<file path="config.mk">
export PLATFORM = sky130hd
export DESIGN_NAME = mul_seq_ctrl
export DESIGN_NICKNAME = d
export VERILOG_FILES = /design/src/rtl/cpu_alu_pkg.sv /design/src/rtl/cla_add32.sv /design/src/rtl/mul_seq_ctrl.sv
export SDC_FILE = /design/constraint.sdc
export NUM_CORES = 1
export LEC_CHECK = 0
export BUFFER_PORTS_ARGS = -buffer_cell sky130_fd_sc_hd__buf_4
export CAP_MARGIN = 20
export CORE_MARGIN = 1
export CORE_UTILIZATION = 60
export DETAILED_ROUTE_END_ITERATION = 12
export PLACE_DENSITY_LB_ADDON = 0.2
export SLEW_MARGIN = 20
export SYNTH_ARGS = -nofsm -noshare
export SYNTH_HDL_FRONTEND = slang
export SYNTH_SLANG_ARGS = --single-unit
</file>
<file path="constraint.sdc">
create_clock -name clk -period 9.6 [get_ports clk]
set_input_delay 1.44 -clock clk [delete_from_list [all_inputs] [get_ports clk]]
set_output_delay 1.44 -clock clk [all_outputs]
set_load 0.02 [all_outputs]
</file>
<file path="src/rtl/cpu_alu_pkg.sv">
// Shared execute-stage ALU definitions: machine word width and multiplier
// sequencer state encoding.
package cpu_alu_pkg;
  localparam int WORD_W = 32;

  typedef enum logic [1:0] {MS_IDLE, MS_RUN, MS_DONE} mul_state_t;
endpackage

</file>
<file path="src/rtl/cla_add32.sv">
// Combinational carry-lookahead adder (parallel-prefix carry tree) with
// carry-in and carry-out. Defaults to the machine word width.
module cla_add32
  import cpu_alu_pkg::*;
#(
  parameter int WIDTH = WORD_W
) (
  input  logic [WIDTH-1:0] a,
  input  logic [WIDTH-1:0] b,
  input  logic             cin,
  output logic [WIDTH-1:0] f,
  output logic             cout
);
  localparam int LVL = $clog2(WIDTH);

  logic [WIDTH-1:0] p0, g0, gf;

  assign p0 = a ^ b;
  // Folding cin into bit 0 makes every prefix generate a true carry-out.
  assign g0 = (a & b) | {{(WIDTH-1){1'b0}}, p0[0] & cin};

  genvar lv;
  for (lv = 0; lv < LVL; lv++) begin : g_lvl
    localparam int D = 1 << lv;
    logic [WIDTH-1:0] gi, pv, gn;
    if (lv == 0) begin : g_src0
      assign gi = g0;
      assign pv = p0;
    end else begin : g_srcn
      assign gi = g_lvl[lv-1].gn;
      assign pv = g_lvl[lv-1].g_p.pn;
    end
    assign gn = gi | (pv & {gi[WIDTH-1-D:0], {D{1'b0}}});
    if (lv < LVL-1) begin : g_p
      logic [WIDTH-1:0] pn;
      assign pn = pv & {pv[WIDTH-1-D:0], {D{1'b1}}};
    end
  end

  assign gf   = g_lvl[LVL-1].gn;
  assign f    = p0 ^ {gf[WIDTH-2:0], cin};
  assign cout = gf[WIDTH-1];
endmodule

</file>
<file path="src/rtl/mul_seq_ctrl.sv">
// Sequential shift-add unsigned multiplier: one shared CLA adder iterated
// WIDTH times, start/busy/done handshake toward the CPU control unit.
module mul_seq_ctrl
  import cpu_alu_pkg::*;
#(
  parameter int WIDTH = WORD_W,
  parameter int CNT_W = $clog2(WIDTH)
) (
  input  logic               clk,
  input  logic               rst,
  input  logic               start,
  input  logic [WIDTH-1:0]   a,
  input  logic [WIDTH-1:0]   b,
  output logic               busy,
  output logic               done,
  output logic [2*WIDTH-1:0] prod
);
  localparam logic [CNT_W-1:0] LAST = CNT_W'(WIDTH-1);

  mul_state_t         state, state_nxt;
  logic [CNT_W-1:0]   cnt, cnt_nxt;
  logic [WIDTH-1:0]   mcand, mcand_nxt;
  logic [2*WIDTH-1:0] acc, acc_nxt;
  logic [WIDTH-1:0]   add_b, sum;
  logic               co;

  cla_add32 #(.WIDTH(WIDTH)) u_add (
    .a    (acc[2*WIDTH-1:WIDTH]),
    .b    (add_b),
    .cin  (1'b0),
    .f    (sum),
    .cout (co)
  );

  always_comb begin
    state_nxt = state;
    cnt_nxt   = cnt;
    mcand_nxt = mcand;
    acc_nxt   = acc;
    add_b     = acc[0] ? mcand : '0;
    case (state)
      MS_RUN: begin
        // Carry-out lands in the top bit so the partial sum never overflows.
        acc_nxt = {co, sum, acc[WIDTH-1:1]};
        if (cnt == LAST) state_nxt = MS_DONE;
        else             cnt_nxt   = cnt + 1'b1;
      end
      MS_IDLE, MS_DONE: begin
        state_nxt = MS_IDLE;
        if (start) begin
          mcand_nxt = a;
          acc_nxt   = {{WIDTH{1'b0}}, b};
          cnt_nxt   = '0;
          state_nxt = MS_RUN;
        end
      end
      default: state_nxt = MS_IDLE;
    endcase
  end

  always_ff @(posedge clk or posedge rst) begin
    if (rst) begin
      state <= MS_IDLE;
      cnt   <= '0;
      mcand <= '0;
      acc   <= '0;
    end else begin
      state <= state_nxt;
      cnt   <= cnt_nxt;
      mcand <= mcand_nxt;
      acc   <= acc_nxt;
    end
  end

  assign busy = (state == MS_RUN);
  assign done = (state == MS_DONE);
  assign prod = acc;
endmodule

</file>
==> results_dict.tcl <==
set metrics [dict create \
    status "finished, final reports clean" \
    dr.pass1.iters 5 \
    hold_viol 0 \
    total_of_max_cap_violations 0 \
    wirelength_um 15900 \
    start_util 0.628 \
    netlist-cell-type-count 56 \
    post_cts.repair.setup_buffers 0 \
    timing.hold.worst_path_depth 2 \
    detailed_place_hpwl_um 11400 \
    worst-endpoint-required_ns 8.16 \
    cell_leakage_power_nw 3.81 \
    synth_sequential_area_ratio 0.414 \
    remaining_drc_errors 0 \
    drt_iter0_markers 341 \
    boundary_pin_count 133 \
    power.ir.vdd_worst_mv 0.200 \
    groute.usage.overall 0.308 \
    power_w 0.00296 \
    dr_total_vias 5713 \
    worst_reg_to_reg_path_cell_count 11 \
    yosysTopAreaCellShare 0.414 \
    final_min_period_over_clock_period 0.409 \
    vias_per_instance 5.85 \
    cp_slowest_stage_delay_ns 1.04 \
    die_height_um 104 \
    layout-area-overhead-vs-synth_pct 20.9 \
    level_count_of_the_clock_h_tree 3 \
    core_area_mm2 0.00991 \
    finalSetupTns_ns 0 \
    detail_route.wl_per_cell_um 16.3 \
    fill_cell_instance_count_of_the_final_layout 733 \
    slew_headroom 0.331 \
    grt_antenna_before_repair 0 \
    synth_area_mm2 0.00622 \
    worst_skew_pair_later_pin_latency_ns 0.39 \
    post_synth.cell_area_avg_um2 8.57 \
    final_cell_area_mm2 0.00752 \
    synthesis.yosys.warnings 0 \
    grt_max_degree 94 \
    finalMaxSlewViolations 0 \
    postRouteAntennaNets 0 \
    setup.worst_path.end_class "output pin" \
    cts.repair.resized 0 \
    most_used_cells_in_the_layout_excluding_fill_and_tap_cells "sky130_fd_sc_hd__nand2_1 (189), sky130_fd_sc_hd__buf_4 (137), sky130_fd_sc_hd__dfrtp_1 (102)" \
    cells_along_the_critical_path "nand2b_1 > buf_4 > inv_1 > buf_4 > buf_4" \
    synth_ff_type "sky130_fd_sc_hd__dfrtp_1" \
    finClkSkew_ns 0.00890 \
    ant_diodes 0 \
    placement.io_buffers 132 \
    cts-buffers-inserted 9 \
    setup.worst_path.start_class "flop" \
    power_density_mw_per_mm2 393 \
    finalNetCount 940 \
    dieArea_mm2 0.0108 \
    grt_overflow 0 \
    synthArstFlopShare 1.00 \
    max-clock-path-buffers 2 \
    layout-drive-gt1-share 0.199 \
    number_of_enable_type_register_cells_in_the_synthesized_netlist 0 \
    layout.cells.most_common "sky130_fd_sc_hd__nand2_1" \
    gp_congestion 0.931 \
    tightest_slew_ns 1.00 \
    fmax_ghz 0.255 \
    worstHoldPathType "reg2reg" \
    path_clk_slew_ns 0.10 \
    cpMaxStageDelayCell "sky130_fd_sc_hd__dfrtp_2" \
    finalSetupViolations 0 \
    yosys_register_bits 103 \
    critical-path-top-cell-by-count "sky130_fd_sc_hd__buf_4" \
    global_route_wire_length_before_repair_um 26800 \
    grt_setup_unrepaired "false" \
    final_period_minus_worst_setup_slack_ns 3.93 \
    syn-instance-count 726 \
    crit_fanout 37 \
    critical_path_arrival_ns 2.49 \
    number_of_global_route_vias_before_repair 5535 \
    dpl-instance-area_mm2 0.00730 \
    cts.hold.buffers_added 0 \
    criticalPathCategory "reg2out" \
    rows 36 \
    clock_sink_count 103 \
    tritoncts "built" \
    most_area_consuming_cells_after_synthesis "sky130_fd_sc_hd__dfrtp_1 (41%), sky130_fd_sc_hd__nand2_1 (11%), sky130_fd_sc_hd__ha_1 (6.8%)" \
    die_width_um 104 \
    mappedNetlistNets 828 \
    final_layout_worst_hold_slack_ns 0.477 \
    clockRootBuffer "sky130_fd_sc_hd__clkbuf_8" \
    yosysTopAreaCell "sky130_fd_sc_hd__dfrtp_1" \
]
## critical path: cells and delay by family (launching register included)
kind	cells	cell delay, ns
buffers and inverters	4	0.94
DFF	1	1.04
and+or+nand+nor	1	0.10
## cells by family after synthesis
family / after synthesis / synth area share
AND/OR/NAND/NOR: 306 / 0.219
adder cells (fa/ha/maj): 35 / 0.0716
flip-flops: 103 / 0.414
XOR/XNOR: 19 / 0.0267
AO/OA/AOI/OAI: 176 / 0.180
buffers and inverters: 51 / 0.0312
multiplexers: 36 / 0.0581
## through the flow
stage / utilization / instances / worst slack (ns)
finish: 0.759 / 976 / 5.67
global route: 0.759 / 976 / 5.51
CTS: 0.759 / 976 / 5.67
detailed placement: 0.736 / 960 / 6.03
global placement: 0.736 / 960 / 6.16
floorplan: - / 726 / 5.46
## metal layers
layer  vias up  wire length, um  track usage
met4         0              372        0.113
met3        40              851       0.0548
met1      2724             7090        0.409
met5         -                0            0
li1       2739                -            -
met2       210             7590        0.507
## layout make-up
class                      count  area [um^2]  share of cell area
clock buffer                  11          141              0.0188
timing repair buffer         138         1040               0.138
tap                          133          166              0.0221
clock inverter                 5         81.3              0.0108
sequential                   103         2580               0.343
inverter                      14         55.1             0.00732
multi-input combinational    572         3460               0.460
## Yosys cell counts (all sizes together) (2+ instances only)
cell type,count
nand2,189
dfrtp,103
o21ai,77
and2,37
mux2i,35
ha,34
a21oi,33
clkbuf,27
nor2,26
inv,14
nand3,14
a21o,10
buf,10
nor3,10
xnor2,10
xor2,9
nand2b,8
a211oi,7
o21bai,6
o31ai,6
nand4,5
nor2b,5
a211o,4
o211ai,4
o21a,4
a22o,3
and3,3
nor4,3
or4,3
a2111oi,2
a22oi,2
a311oi,2
a31oi,2
a32o,2
o2111ai,2
o221ai,2
o311ai,2
o31a,2
## sequential cells by signal (all words and copies together) (netlist names)
name   count
mcand     32
cnt        5
state      2
prod      64
## where the power goes
part           switching [W]  internal (W)
clock network       0.000154      0.000154
registers           0.000210      0.000663
logic                0.00104      0.000732
total                0.00141       0.00155
## path summary, 6_finish.rpt
check / start / to / slack [ns]
max: state[0] / busy / 5.67
min in group asynchronous: rst / prod[16] / 1.00
max in group asynchronous: rst / state[0] / 7.56
min: mcand[4] / mcand[4] / 0.48
max reg2reg: prod[0] / prod[59] / 5.98
min reg2reg: mcand[4] / mcand[4] / 0.48
Power figures use the tool's default switching activity.
